File: config.mk
export PLATFORM = sky130hd
export DESIGN_NAME = inst_prefetch_buffer
export DESIGN_NICKNAME = d
export VERILOG_FILES = /design/src/rtl/inst_prefetch_buffer.sv
export SDC_FILE = /design/constraint.sdc
export NUM_CORES = 1
export LEC_CHECK = 0
export BUFFER_PORTS_ARGS = -buffer_cell sky130_fd_sc_hd__buf_4
export CAP_MARGIN = 40
export CORE_MARGIN = 2
export CORE_UTILIZATION = 58
export DETAILED_ROUTE_END_ITERATION = 12
export PLACE_DENSITY_LB_ADDON = 0.15
export SLEW_MARGIN = 10
export SYNTH_ARGS = -nofsm -noshare
export SYNTH_HDL_FRONTEND = slang
export SYNTH_SLANG_ARGS = --single-unit
export TNS_END_PERCENT = 100
File: constraint.sdc
create_clock -name clk -period 4.55 [get_ports clk]
set_input_delay 0.2275 -clock clk [delete_from_list [all_inputs] [get_ports clk]]
set_output_delay 0.2275 -clock clk [all_outputs]
set_load 0.05 [all_outputs]
File: src/rtl/inst_prefetch_buffer.sv
// Sequential instruction prefetch buffer between the core instruction Wishbone port and memory.
// Define PREFETCH_STATS_EN to build the saturating hit/miss counters; otherwise both read as 0.
module inst_prefetch_buffer #(
  parameter int DEPTH      = 4,
  parameter int ADDR_WIDTH = 32,
  parameter int DATA_WIDTH = 32
) (
  input  logic                    clk,
  input  logic                    rst,
  input  logic                    s_cyc,
  input  logic                    s_stb,
  input  logic                    s_we,
  input  logic [ADDR_WIDTH-1:0]   s_adr,
  output logic [DATA_WIDTH-1:0]   s_datrd,
  output logic                    s_ack,
  output logic                    m_cyc,
  output logic                    m_stb,
  output logic                    m_we,
  output logic [DATA_WIDTH/8-1:0] m_sel,
  output logic [ADDR_WIDTH-1:0]   m_adr,
  input  logic [DATA_WIDTH-1:0]   m_datrd,
  input  logic                    m_ack,
  output logic [31:0]             hit_count,
  output logic [31:0]             miss_count
);
  localparam int PW = $clog2(DEPTH);
  localparam int CW = PW + 1;
  localparam logic [CW-1:0] FULL = CW'(DEPTH);
  localparam logic [ADDR_WIDTH-1:0] STEP = ADDR_WIDTH'(4);

  typedef enum logic [1:0] {IDLE, FETCH, DISCARD} state_t;
  state_t state, state_next;

  logic [ADDR_WIDTH-1:0] fifo_adr [DEPTH];
  logic [DATA_WIDTH-1:0] fifo_dat [DEPTH];
  logic [PW-1:0]         rd_ptr, wr_ptr;
  logic [CW-1:0]         count, count_next;
  logic [ADDR_WIDTH-1:0] req_adr, fetch_adr, fetch_adr_next;
  logic [DATA_WIDTH-1:0] byp_dat;
  logic pending, waiting, active, byp_ack;
  logic accept, classify, head_hit, hit, miss, in_flight_match;
  logic take_word, bypass, push, pop, flush;
  logic unused_ok;

  assign unused_ok = s_we;

  // A request is classified exactly once, the cycle after it is accepted.
  assign accept          = s_cyc && s_stb && !pending;
  assign classify        = pending && !waiting && !byp_ack;
  assign head_hit        = (count != '0) && (fifo_adr[rd_ptr] == req_adr);
  assign hit             = classify && head_hit;
  assign miss            = classify && !head_hit;
  assign in_flight_match = (state == FETCH) && (fetch_adr == req_adr);
  assign take_word       = (state == FETCH) && m_ack;
  assign bypass          = take_word && in_flight_match && (waiting || miss);
  assign push            = take_word && !bypass && !miss;
  assign pop             = hit;
  assign flush           = miss;

  assign s_ack   = hit || byp_ack;
  assign s_datrd = hit ? fifo_dat[rd_ptr] : byp_dat;
  assign m_cyc   = (state != IDLE);
  assign m_stb   = (state != IDLE);
  assign m_we    = 1'b0;
  assign m_sel   = '1;
  assign m_adr   = fetch_adr;

  always_comb begin
    count_next = count;
    if (flush) begin
      count_next = '0;
    end else begin
      case ({push, pop})
        2'b10:   count_next = count + CW'(1);
        2'b01:   count_next = count - CW'(1);
        default: count_next = count;
      endcase
    end
  end

  // In DISCARD fetch_adr keeps the abandoned address on the bus; the restart target is req_adr.
  always_comb begin
    state_next     = state;
    fetch_adr_next = fetch_adr;
    case (state)
      IDLE: begin
        if (miss) fetch_adr_next = req_adr;
        if ((active || miss) && (count_next != FULL)) state_next = FETCH;
      end
      FETCH: begin
        if (m_ack) begin
          if (miss && !in_flight_match) fetch_adr_next = req_adr;
          else                          fetch_adr_next = fetch_adr + STEP;
          state_next = (count_next == FULL) ? IDLE : FETCH;
        end else if (miss && !in_flight_match) begin
          state_next = DISCARD;
        end
      end
      DISCARD: begin
        if (m_ack) begin
          fetch_adr_next = req_adr;
          state_next     = FETCH;
        end
      end
      default: state_next = IDLE;
    endcase
  end

  always_ff @(posedge clk or negedge rst) begin
    if (!rst) begin
      state     <= IDLE;
      fetch_adr <= '0;
      req_adr   <= '0;
      count     <= '0;
      rd_ptr    <= '0;
      wr_ptr    <= '0;
      pending   <= 1'b0;
      waiting   <= 1'b0;
      active    <= 1'b0;
      byp_ack   <= 1'b0;
      byp_dat   <= '0;
    end else begin
      state     <= state_next;
      fetch_adr <= fetch_adr_next;
      count     <= count_next;
      byp_ack   <= bypass;
      if (bypass) byp_dat <= m_datrd;
      if (accept) begin
        req_adr <= {s_adr[ADDR_WIDTH-1:2], 2'b00};
        pending <= 1'b1;
      end else if (s_ack) begin
        pending <= 1'b0;
      end
      if (bypass)    waiting <= 1'b0;
      else if (miss) waiting <= 1'b1;
      if (miss) active <= 1'b1;
      if (flush) begin
        rd_ptr <= '0;
        wr_ptr <= '0;
      end else begin
        if (push) wr_ptr <= wr_ptr + PW'(1);
        if (pop)  rd_ptr <= rd_ptr + PW'(1);
      end
    end
  end

  always_ff @(posedge clk) begin
    if (push) begin
      fifo_adr[wr_ptr] <= fetch_adr;
      fifo_dat[wr_ptr] <= m_datrd;
    end
  end

`ifdef PREFETCH_STATS_EN
  // A miss whose word is already in flight on an empty FIFO is scored as a hit.
  logic        arrive_hit;
  logic [31:0] hit_q, miss_q;

  assign arrive_hit = miss && (count == '0) && in_flight_match;

  always_ff @(posedge clk or negedge rst) begin
    if (!rst) begin
      hit_q  <= '0;
      miss_q <= '0;
    end else begin
      if ((hit || arrive_hit) && (hit_q != '1)) hit_q <= hit_q + 32'd1;
      if (miss && !arrive_hit && (miss_q != '1)) miss_q <= miss_q + 32'd1;
    end
  end

  assign hit_count  = hit_q;
  assign miss_count = miss_q;
`else
  assign hit_count  = '0;
  assign miss_count = '0;
`endif

endmodule

==> results of run 1 <==
==> final timing paths <==
check / from / endpoint / slack, ns / cells past startpoint
setup / recovery: rd_ptr[0] / state[0] / 0.33 / 16
hold / removal: rst / byp_dat[10] / 0.28 / 2
setup reg to reg: rd_ptr[0] / state[0] / 0.33 / 16
hold reg to reg: active / active / 0.48 / 1
max in group asynchronous: rst / rd_ptr[0] / 3.21 / 3
min in group clk: s_stb / pending / 0.35 / 4
==> cell families (layout without fill, tap and decap cells) <==
group                      count (synthesis)  after routing  synth area share [%]
and+or+nand+nor                          155            155                  5.22
DFF                                      353            353                  63.3
other                                      2             71                0.0472
adders and majority gates                  7              7                 0.597
buffers and inverters                    145            333                  5.62
xor gates and xnor gates                  63             63                  3.46
muxes                                    199            199                  18.2
AOI/OAI and AO/OA                         84             84                  3.61
==> cells in the final DEF (no fill, tap or decap), types with 3 or more instances in the layout <==
master / n
sky130_fd_sc_hd__and4_1: 5
sky130_fd_sc_hd__conb_1: 71
sky130_fd_sc_hd__dfrtp_1: 103
sky130_fd_sc_hd__edfxtp_1: 248
sky130_fd_sc_hd__mux2_2: 68
sky130_fd_sc_hd__buf_4: 162
sky130_fd_sc_hd__and3_1: 8
sky130_fd_sc_hd__nor2b_1: 6
sky130_fd_sc_hd__mux2i_1: 48
sky130_fd_sc_hd__xor2_1: 23
sky130_fd_sc_hd__bufinv_16: 10
sky130_fd_sc_hd__mux2_4: 29
sky130_fd_sc_hd__o21ai_0: 31
sky130_fd_sc_hd__a22oi_1: 12
sky130_fd_sc_hd__mux4_2: 54
sky130_fd_sc_hd__clkbuf_16: 38
sky130_fd_sc_hd__nor4_1: 7
sky130_fd_sc_hd__clkinv_2: 3
sky130_fd_sc_hd__ha_1: 6
sky130_fd_sc_hd__nand3_1: 12
sky130_fd_sc_hd__nand2b_1: 6
sky130_fd_sc_hd__or3_1: 3
sky130_fd_sc_hd__buf_12: 9
sky130_fd_sc_hd__nand2_1: 25
sky130_fd_sc_hd__o2bb2ai_1: 14
sky130_fd_sc_hd__inv_1: 27
sky130_fd_sc_hd__xnor2_1: 40
sky130_fd_sc_hd__and2_1: 4
sky130_fd_sc_hd__nand4b_1: 3
sky130_fd_sc_hd__nor3b_1: 3
sky130_fd_sc_hd__dlygate4sd3_1: 64
sky130_fd_sc_hd__a21oi_1: 6
sky130_fd_sc_hd__nor3_1: 16
sky130_fd_sc_hd__nand4_1: 14
sky130_fd_sc_hd__and2_2: 4
sky130_fd_sc_hd__clkinvlp_4: 6
sky130_fd_sc_hd__nor2_1: 30
sky130_fd_sc_hd__clkbuf_1: 6
==> final cells by class <==
| type | count | area, um2 | area share [%] |
|---|---|---|---|
| well taps | 341 | 427 | 2.21 |
| flip-flops and latches | 353 | 10100 | 52.2 |
| inverters | 27 | 101 | 0.524 |
| clock inverters | 24 | 407 | 2.10 |
| clock buffers | 46 | 1000 | 5.18 |
| repair buffers | 236 | 2050 | 10.6 |
| multi-input cells | 579 | 5260 | 27.2 |
==> power by group <==
group | leakage [uW] | switching [uW] | internal (uW)
sequential | 0.00364 | 493 | 3960
combinational | 0.00334 | 1420 | 755
clock | 0.000665 | 1260 | 2150
total | 0.00764 | 3170 | 6870
==> metal layers <==
| metal | global-route usage [%] | up-vias | routed length [um] |
|---|---|---|---|
| met2 | 41.1 | 303 | 17500 |
| met5 | 0 | - | 0 |
| met1 | 32.1 | 4686 | 14000 |
| met4 | 7.36 | 0 | 784 |
| li1 | - | 4140 | - |
| met3 | 3.54 | 62 | 1870 |
==> state kept, by name, summed over array words and instances (netlist names) <==
name      count
byp_ack       1
active        1
waiting       1
state         2
wr_ptr        2
fifo_dat    128
byp_dat      32
rd_ptr        2
m_adr        30
count         3
fifo_adr    120
req_adr      30
pending       1
==> through the flow <==
| step | cells | setup slack [ns] | area [um2] |
|---|---|---|---|
| 6_report | 1606 | 0.331 | 19300 |
| 5_1_grt | 1606 | 0.0377 | 19300 |
| 3_3_place_gp | 1465 | 0.250 | 17200 |
| 2_1_floorplan | 1077 | 0.344 | 16200 |
| 3_5_place_dp | 1466 | 0.263 | 17200 |
| 4_1_cts | 1600 | 0.258 | 19300 |
==> cells in the mapped netlist (3+ instances only) <==
cell type	n
sky130_fd_sc_hd__nor3_1	16
sky130_fd_sc_hd__nor2_1	30
sky130_fd_sc_hd__nor2b_1	6
sky130_fd_sc_hd__nor4_1	7
sky130_fd_sc_hd__o2bb2ai_1	14
sky130_fd_sc_hd__xnor2_1	40
sky130_fd_sc_hd__mux2_2	68
sky130_fd_sc_hd__buf_2	10
sky130_fd_sc_hd__a21oi_1	6
sky130_fd_sc_hd__nand4_1	14
sky130_fd_sc_hd__nor3b_1	3
sky130_fd_sc_hd__a22oi_1	12
sky130_fd_sc_hd__edfxtp_1	248
sky130_fd_sc_hd__and4_1	5
sky130_fd_sc_hd__mux2_4	29
sky130_fd_sc_hd__mux4_2	54
sky130_fd_sc_hd__buf_6	7
sky130_fd_sc_hd__and2_1	8
sky130_fd_sc_hd__nand2_1	25
sky130_fd_sc_hd__ha_1	6
sky130_fd_sc_hd__and3_1	8
sky130_fd_sc_hd__nand3_1	12
sky130_fd_sc_hd__inv_1	27
sky130_fd_sc_hd__clkbuf_1	19
sky130_fd_sc_hd__nand2b_1	7
sky130_fd_sc_hd__o31ai_1	3
sky130_fd_sc_hd__or3_1	3
sky130_fd_sc_hd__xor2_1	23
sky130_fd_sc_hd__buf_4	76
sky130_fd_sc_hd__mux2i_1	48
sky130_fd_sc_hd__dfrtp_1	105
sky130_fd_sc_hd__buf_1	6
sky130_fd_sc_hd__nand4b_1	3
sky130_fd_sc_hd__o21ai_0	31
==> timing repair <==
| action | 4_1_cts | 5_1_grt |
|---|---|---|
| buffers inserted | 0 | 6 |
| resized for setup | 0 | 1 |
| hold buffers | 64 | 0 |
| endpoints found under the hold margin | 235 | 0 |
| endpoints found under the setup margin | 0 | 1 |
==> flow_metrics.py, run 1 <==
metrics = {
    "grt": {
        "grt_antenna_before_repair": 0,
        "grt_first_pass_wirelength_um": 52900,
        "globalRouteOverflowTotal": 0,
        "track_usage_pct": 24.0,
        "vias_in_the_first_global_route": 9245,
        "maximum_number_of_pins_on_one_net_before_global_route_repair": 47,
    },
    "worst_setup_path": {
        "cpMaxStageDelayCell": "sky130_fd_sc_hd__dfrtp_4",
        "timing.critical_path.mode_cell": "sky130_fd_sc_hd__xnor2_1",
        "worst_path_dominant_cell_family": "simple AND/OR/NAND/NOR gates",
        "crit_path_start_kind": "flip-flop",
        "largest_fanout_on_the_critical_path": 17,
        "crit_path_max_incr_delay_ns": 0.55,
        "cp_data_required_time_ns": 4.93,
        "worst_ep_arrival_ns": 4.60,
        "crit_chain": "buf_12, mux4_2, xnor2_1, nand4_1, or3_1, and4bb_2, nor2_2, nor2b_1, inv_1, ha_1, fa_1, xnor2_1, xnor2_1, a31oi_1, nor4b_1, o32ai_1",
        "worstPathBufferInverterCount": 2,
        "worstSetupPathType": "reg -> reg",
        "sort_of_element_at_the_end_of_the_critical_path": "flip-flop",
    },
    "detailed_routing": {
        "drt_drc_violations_left": 0,
        "wl_um": 34200,
        "drt_pre_antenna_iters": 5,
        "antenna_violating_nets_post_route": 0,
        "vias": 9191,
        "via_per_inst": 5.72,
        "detail_route.iter0.violations": 693,
        "avgRoutedWirePerCell_um": 21.3,
    },
    "sta": {
        "worst_slew_pin_slew_ns": 0.790,
        "layout_worst_path_cycle_share_pct": 92.7,
        "fin_worst_skew_ns": 0.0229,
        "fmax_mhz": 237,
        "hold_violations": 0,
        "min_period_ns": 4.22,
        "timing_max_transition_violations_final": 0,
        "fin_worst_hold_slack_ns": 0.281,
        "fin_tns_setup_ns": 0,
        "rsz0062_at_grt": "false",
        "slew_headroom_pct": 47.3,
        "final-setup-viol-count": 0,
    },
    "floorplan": {
        "initial_utilization_pct": 59.1,
        "fp.dieArea_mm2": 0.0288,
        "dieHeight_um": 170,
        "num_io_pins": 206,
        "die_width_um": 170,
        "std_cell_rows": 60,
        "core-area_mm2": 0.0270,
    },
    "place": {
        "port_buffers": 131,
        "globalplace.congestion": 0.902,
        "hpwl_um": 21300,
    },
    "layout": {
        "layout.nets": 1312,
        "area_growth_pct": 21.3,
        "post-route-util_pct": 71.7,
        "final.fill_count": 1747,
        "antenna_cells": 0,
        "final_layout_size_suffix_gt1_share_pct": 31.6,
    },
    "synth": {
        "synth-edff-count": 248,
        "synth_top_cells_by_area": "sky130_fd_sc_hd__edfxtp_1 47%, sky130_fd_sc_hd__dfrtp_1 16%, sky130_fd_sc_hd__mux4_2 7.6%",
        "synth_area_per_cell_um2": 15.8,
        "post_synth_instance_area_mm2": 0.0159,
        "ys_seq_elements": 353,
        "yosys_warnings": 0,
        "async_flop_share_pct": 29.7,
        "ys_dominant_reg_cell": "sky130_fd_sc_hd__edfxtp_1",
        "synth_largest_type_area_fraction_pct": 46.8,
        "syn_inst": 1008,
        "seq_area_frac_synth_pct": 63.3,
        "number_of_distinct_library_cells_after_synthesis": 57,
        "synth_top_area_cell": "sky130_fd_sc_hd__edfxtp_1",
    },
    "worst_hold_path": {
        "hold_path_class": "in -> async",
    },
    "clocking": {
        "clock_tree.htree_level_count": 2,
        "cts_tree": "yes",
        "cts_buffer_depth": 3,
        "clock_latency_ns": 0.53,
        "cts_buffers": 38,
        "numClockSinks": 353,
        "clock_tree.root_cell": "sky130_fd_sc_hd__clkbuf_16",
        "path_clk_slew_ns": 0.06,
    },
    "power_and_ir_drop": {
        "power.static_leakage_uw": 0.00764,
        "total_power_uw": 10000,
        "worst_ir_drop_vdd_mv": 0.399,
        "cellPowerDensity_mw_per_mm2": 520,
    },
    "outcome": {
        "run_status": "complete, no violations",
    },
    "flow_run": {
        "timing.max_cap.violations": 0,
    },
}
Note: power is estimated with default switching activity, not from simulation.
==> run 2: changes to the inputs <==
clock period = 4.24 ns   (was 4.55 ns; I/O delays follow)
==> flow_metrics.py, run 2 (synthesis results as in run 1) <==
metrics = {
    "clocking": {
        "cts_buffers": 37,
        "cts_buffer_depth": 3,
        "path_clk_slew_ns": 0.06,
        "cts_tree": "yes",
        "clock_tree.root_cell": "sky130_fd_sc_hd__clkbuf_16",
        "numClockSinks": 353,
        "clock_latency_ns": 0.53,
        "clock_tree.htree_level_count": 2,
    },
    "layout": {
        "final.fill_count": 1808,
        "largest_register": "fifo_dat",
        "largest_reg_flops": 128,
        "area_growth_pct": 20.7,
        "postLayoutCellArea_mm2": 0.0192,
        "final_cell_mix": "248 x sky130_fd_sc_hd__edfxtp_1, 169 x sky130_fd_sc_hd__buf_4, 103 x sky130_fd_sc_hd__dfrtp_1",
        "antenna_cells": 0,
        "top_regs": "fifo_dat: 128 flops, fifo_adr: 120 flops, byp_dat: 32 flops",
        "layout.nets": 1321,
        "final_layout_size_suffix_gt1_share_pct": 32.3,
        "final_common_cell": "sky130_fd_sc_hd__edfxtp_1",
    },
    "worst_hold_path": {
        "hold_path_class": "in -> async",
    },
    "floorplan": {
        "die_width_um": 170,
        "dieHeight_um": 170,
        "core-area_mm2": 0.0270,
        "std_cell_rows": 60,
        "num_io_pins": 206,
        "initial_utilization_pct": 59.1,
        "fp.dieArea_mm2": 0.0288,
    },
    "worst_setup_path": {
        "worst_ep_arrival_ns": 4.52,
        "r2r_slack_ns": 0.14,
        "sort_of_element_at_the_end_of_the_critical_path": "flip-flop",
        "worst_r2r_path_depth": 17,
        "crit_path_start_kind": "flip-flop",
        "cp_data_required_time_ns": 4.65,
        "regToRegStartpoint": "rd_ptr[0]",
        "largest_fanout_on_the_critical_path": 5,
        "worstReg2RegEnd": "state[0]",
        "worstSetupPathType": "reg -> reg",
    },
    "flow_run": {
        "timing.max_cap.violations": 0,
    },
    "power_and_ir_drop": {
        "switching_share_pct": 33.2,
        "share_comb_of_total_power_pct": 23.9,
        "flop_pwr_share_pct": 46.2,
        "cellPowerDensity_mw_per_mm2": 533,
        "power.net_switching_uw": 3410,
        "power.static_leakage_uw": 0.00760,
        "worst_ir_drop_vdd_mv": 0.466,
        "p_int_uw": 6850,
        "p_clk_share_pct": 29.9,
    },
    "sta": {
        "slew_headroom_pct": 52.1,
        "hold_violations": 0,
        "fin_tns_setup_ns": 0,
        "timing_max_transition_violations_final": 0,
        "fmax_mhz": 244,
        "layout_setup_ws_ns": 0.135,
        "final-setup-viol-count": 0,
        "layout_worst_path_cycle_share_pct": 96.8,
        "fin_worst_skew_ns": 0.0216,
        "min_period_ns": 4.10,
        "worst_slew_pin_slew_ns": 0.711,
    },
    "detailed_routing": {
        "antenna_violating_nets_post_route": 0,
        "avgRoutedWirePerCell_um": 21.5,
        "detail_route.iter0.violations": 772,
        "wl_um": 34700,
        "vias": 9190,
        "drt_pre_antenna_iters": 7,
        "via_per_inst": 5.70,
        "drt_drc_violations_left": 0,
    },
    "outcome": {
        "run_status": "complete, no violations",
    },
    "grt": {
        "vias_in_the_first_global_route": 9311,
        "grt_antenna_before_repair": 0,
        "maximum_number_of_pins_on_one_net_before_global_route_repair": 59,
        "grt_first_pass_wirelength_um": 53400,
        "track_usage_pct": 24.4,
        "globalRouteOverflowTotal": 0,
    },
    "place": {
        "preCtsSetupSlack_ns": -0.0331,
        "dpl_cell_area_mm2": 0.0173,
        "port_buffers": 131,
        "hpwl_um": 21500,
        "globalplace.congestion": 0.866,
    },
}
## run 2: power groups by stage
stage | clock [uW] | sequential [uW] | combinational (uW)
5_1_grt | 3250 | 4790 | 2600
4_1_cts | 3130 | 4730 | 2440
2_1_floorplan | 0 | 5160 | 1150
3_5_place_dp | 0 | 4790 | 2390
6_report | 3070 | 4730 | 2450
3_3_place_gp | 0 | 4770 | 2350
## run 2: layout make-up
cell class / count / area (um2) / share of cell area, %
clock buffers: 45 / 986 / 5.13
clock inverters: 22 / 176 / 0.918
inverters: 27 / 101 / 0.527
multi-input cells: 579 / 5300 / 27.6
flip-flops and latches: 353 / 10100 / 52.5
well taps: 341 / 427 / 2.22
repair buffers: 246 / 2150 / 11.2
## run 2: how the worst max path moves through the flow
stage                         start               to  slack (ns)  cells after the start
after detailed placement  rd_ptr[0]         state[0]       -0.03                     16
after global placement    rd_ptr[0]         state[0]        0.08                     15
after global routing      rd_ptr[0]         state[0]       -0.01                     16
after floorplan           rd_ptr[0]  fifo_adr[0][10]        0.03                     10
after CTS                 rd_ptr[1]         state[0]       0.001                     16
final                     rd_ptr[0]         state[0]        0.14                     17
## run 2: through the flow
stage               hold WS, ns  total power [uW]  util, %  instances
global placement          0.364              7120     64.2       1477
floorplan               -0.0836              6300        -       1077
finish                    0.139             10300     71.3       1613
global route              0.171             10700     71.3       1613
CTS                       0.342             10300     71.0       1611
detailed placement        0.372              7180     64.2       1477
## run 2: layer usage
metal	share of wire [%]	GRT usage, %	vias to the layer above	routed length [um]
li1	-	-	4155	-
met3	5.0	3.52	54	1730
met5	0	0	-	0
met2	51	42.8	281	17800
met1	42	32.3	4700	14500
met4	2.0	6.06	0	698
## run 2: worst max-delay path, cell delays in order (launching register included)
cell and delay [ns]:
sky130_fd_sc_hd__dfrtp_4 0.50, sky130_fd_sc_hd__buf_4 0.16, sky130_fd_sc_hd__buf_12 0.13, sky130_fd_sc_hd__mux4_2 0.42
sky130_fd_sc_hd__xnor2_1 0.16, sky130_fd_sc_hd__nand4_1 0.18, sky130_fd_sc_hd__or3_4 0.42, sky130_fd_sc_hd__and4bb_2 0.33
sky130_fd_sc_hd__nor2_2 0.05, sky130_fd_sc_hd__nor2b_1 0.15, sky130_fd_sc_hd__inv_1 0.06, sky130_fd_sc_hd__ha_1 0.23
sky130_fd_sc_hd__fa_2 0.37, sky130_fd_sc_hd__xnor2_2 0.15, sky130_fd_sc_hd__xnor2_1 0.14, sky130_fd_sc_hd__a31oi_2 0.24
sky130_fd_sc_hd__nor4b_2 0.07, sky130_fd_sc_hd__o32ai_1 0.24
## run 2: repair_timing
action / in CTS / in global routing
buffers inserted: 3 / 1
hold buffers: 64 / 0
pin swaps: 0 / 3
resized for setup: 1 / 9
endpoints found under the hold margin: 248 / 0
endpoints found under the setup margin: 33 / 33
==> run 3: changes to the inputs <==
CTS_BUF_LIST = sky130_fd_sc_hd__clkbuf_4 sky130_fd_sc_hd__clkbuf_8 sky130_fd_sc_hd__clkbuf_16   (was not set)
==> flow_metrics.py, run 3 (synthesis results as in run 1) <==
metrics = {
    "outcome": {
        "run_status": "complete, no violations",
    },
    "floorplan": {
        "die_width_um": 170,
        "core-area_mm2": 0.0270,
        "fp.dieArea_mm2": 0.0288,
        "std_cell_rows": 60,
        "num_io_pins": 206,
        "dieHeight_um": 170,
        "initial_utilization_pct": 59.1,
    },
    "grt": {
        "grt_first_pass_wirelength_um": 53400,
        "globalRouteOverflowTotal": 0,
        "track_usage_pct": 24.4,
        "vias_in_the_first_global_route": 9316,
        "maximum_number_of_pins_on_one_net_before_global_route_repair": 59,
        "grt_antenna_before_repair": 0,
    },
    "sta": {
        "hold_violations": 0,
        "slew_headroom_pct": 51.8,
        "fin_worst_hold_slack_ns": 0.142,
        "fin_worst_skew_ns": 0.0211,
        "layout_setup_ws_ns": 0.142,
        "min_period_ns": 4.10,
        "final-setup-viol-count": 0,
        "worst_slew_pin_slew_ns": 0.716,
        "layout_worst_path_cycle_share_pct": 96.7,
        "timing_max_transition_violations_final": 0,
        "fmax_mhz": 244,
    },
    "clocking": {
        "clock_tree.root_cell": "sky130_fd_sc_hd__clkbuf_16",
        "clock_tree.htree_level_count": 2,
        "clock_latency_ns": 0.53,
        "path_clk_slew_ns": 0.06,
        "cts_buffer_depth": 3,
        "cts_tree": "yes",
        "cts_buffers": 37,
        "numClockSinks": 353,
    },
    "power_and_ir_drop": {
        "power.static_leakage_uw": 0.00762,
        "cellPowerDensity_mw_per_mm2": 535,
        "worst_ir_drop_vdd_mv": 0.468,
    },
    "place": {
        "globalplace.congestion": 0.866,
        "port_buffers": 131,
        "preCtsSetupSlack_ns": -0.0331,
        "place.detailed.instances": 1477,
        "hpwl_um": 21500,
    },
    "worst_setup_path": {
        "regToRegStartpoint": "rd_ptr[0]",
        "critical_path.startpoint": "rd_ptr[0]",
        "worst_path_dominant_cell_family": "simple AND/OR/NAND/NOR gates",
        "cpMaxStageDelayCell": "sky130_fd_sc_hd__dfrtp_4",
        "cp.depth": 17,
        "crit_end": "state[0]",
        "worstReg2RegEnd": "state[0]",
        "largest_fanout_on_the_critical_path": 5,
        "cp_data_required_time_ns": 4.65,
        "worstPathBufferInverterCount": 3,
        "worstSetupPathType": "reg -> reg",
        "sort_of_element_at_the_end_of_the_critical_path": "flip-flop",
        "crit_path_start_kind": "flip-flop",
        "timing.critical_path.mode_cell": "sky130_fd_sc_hd__xnor2_1",
        "worst_ep_arrival_ns": 4.51,
        "crit_chain": "buf_4, buf_12, mux4_2, xnor2_1, nand4_1, or3_4, and4bb_2, nor2_2, nor2b_1, inv_1, ha_1, fa_2, xnor2_2, xnor2_1, a31oi_2, nor4b_2, o32ai_1",
        "crit_path_max_incr_delay_ns": 0.50,
        "r2r_slack_ns": 0.14,
        "worst_r2r_path_depth": 17,
    },
    "layout": {
        "final_cell_mix": "248 x sky130_fd_sc_hd__edfxtp_1, 169 x sky130_fd_sc_hd__buf_4, 103 x sky130_fd_sc_hd__dfrtp_1",
        "post-route-util_pct": 71.4,
        "final.fill_count": 1802,
        "largest_reg_flops": 128,
        "final_common_cell": "sky130_fd_sc_hd__edfxtp_1",
        "post_layout_nonfiller_instances": 1613,
        "largest_register": "fifo_dat",
        "final_layout_size_suffix_gt1_share_pct": 32.7,
        "top_regs": "fifo_dat: 128 flops, fifo_adr: 120 flops, byp_dat: 32 flops",
        "antenna_cells": 0,
        "area_growth_pct": 20.8,
        "layout.nets": 1321,
    },
    "detailed_routing": {
        "drt_pre_antenna_iters": 5,
        "avgRoutedWirePerCell_um": 21.6,
        "detail_route.iter0.violations": 781,
        "via_per_inst": 5.72,
        "antenna_violating_nets_post_route": 0,
        "vias": 9224,
        "drt_drc_violations_left": 0,
        "wl_um": 34900,
    },
    "flow_run": {
        "timing.max_cap.violations": 0,
    },
    "worst_hold_path": {
        "hold_path_class": "in -> async",
    },
}
==> run 3: cell counts in the layout (fill, tap and decap cells not counted) <==
No cell type changed its count.
==> run 3: repair_timing <==
action / 4_1_cts / 5_1_grt
setup endpoints to repair: 33 / 33
hold endpoints to repair: 248 / 0
setup buffers: 3 / 1
gates resized for setup: 1 / 9
pin swaps: 0 / 3
gates cloned: 0 / 0
hold buffers: 64 / 0
==> run 3: how the worst min path moves through the flow <==
stage,start,endpoint,slack (ns),cells after the start
2_1_floorplan,rst,active,-0.08,0
3_3_place_gp,rst,byp_dat[10],0.36,1
3_5_place_dp,rst,byp_dat[10],0.37,1
4_1_cts,s_stb,pending,0.34,4
5_1_grt,rst,byp_dat[8],0.17,2
6_report,rst,byp_dat[12],0.14,2
==> run 3: final cells by class <==
cell class	instances	area [um2]	area share (%)
clock buffers	45	1000	5.22
well taps	341	427	2.22
repair buffers	246	2150	11.2
inverters	27	101	0.527
clock inverters	22	176	0.917
flip-flops and latches	353	10100	52.4
multi-input cells	579	5300	27.5
==> run 3: routing by layer <==
layer / wire, um / GRT usage (%) / vias to the layer above
met4: 684 / 6.06 / 0
met3: 1730 / 3.52 / 54
li1: - / - / 4150
met5: 0 / 0 / -
met2: 17900 / 42.8 / 289
met1: 14600 / 32.3 / 4731
==> run 3: metrics by stage <==
| step | cell area [um2] | TNS, ns | total power [uW] |
|---|---|---|---|
| 6_report | 19200 | 0 | 10300 |
| 5_1_grt | 19200 | -0.0112 | 10700 |
| 4_1_cts | 19200 | 0 | 10300 |
| 3_5_place_dp | 17300 | -0.0331 | 7180 |
| 3_3_place_gp | 17300 | 0 | 7120 |
| 2_1_floorplan | 16200 | 0 | 6300 |
==> run 3: power by group <==
part           switching [uW]  leakage, uW  internal [uW]
logic                    1600      0.00341            859
clock network            1340     0.000578           1770
registers                 481      0.00364           4250
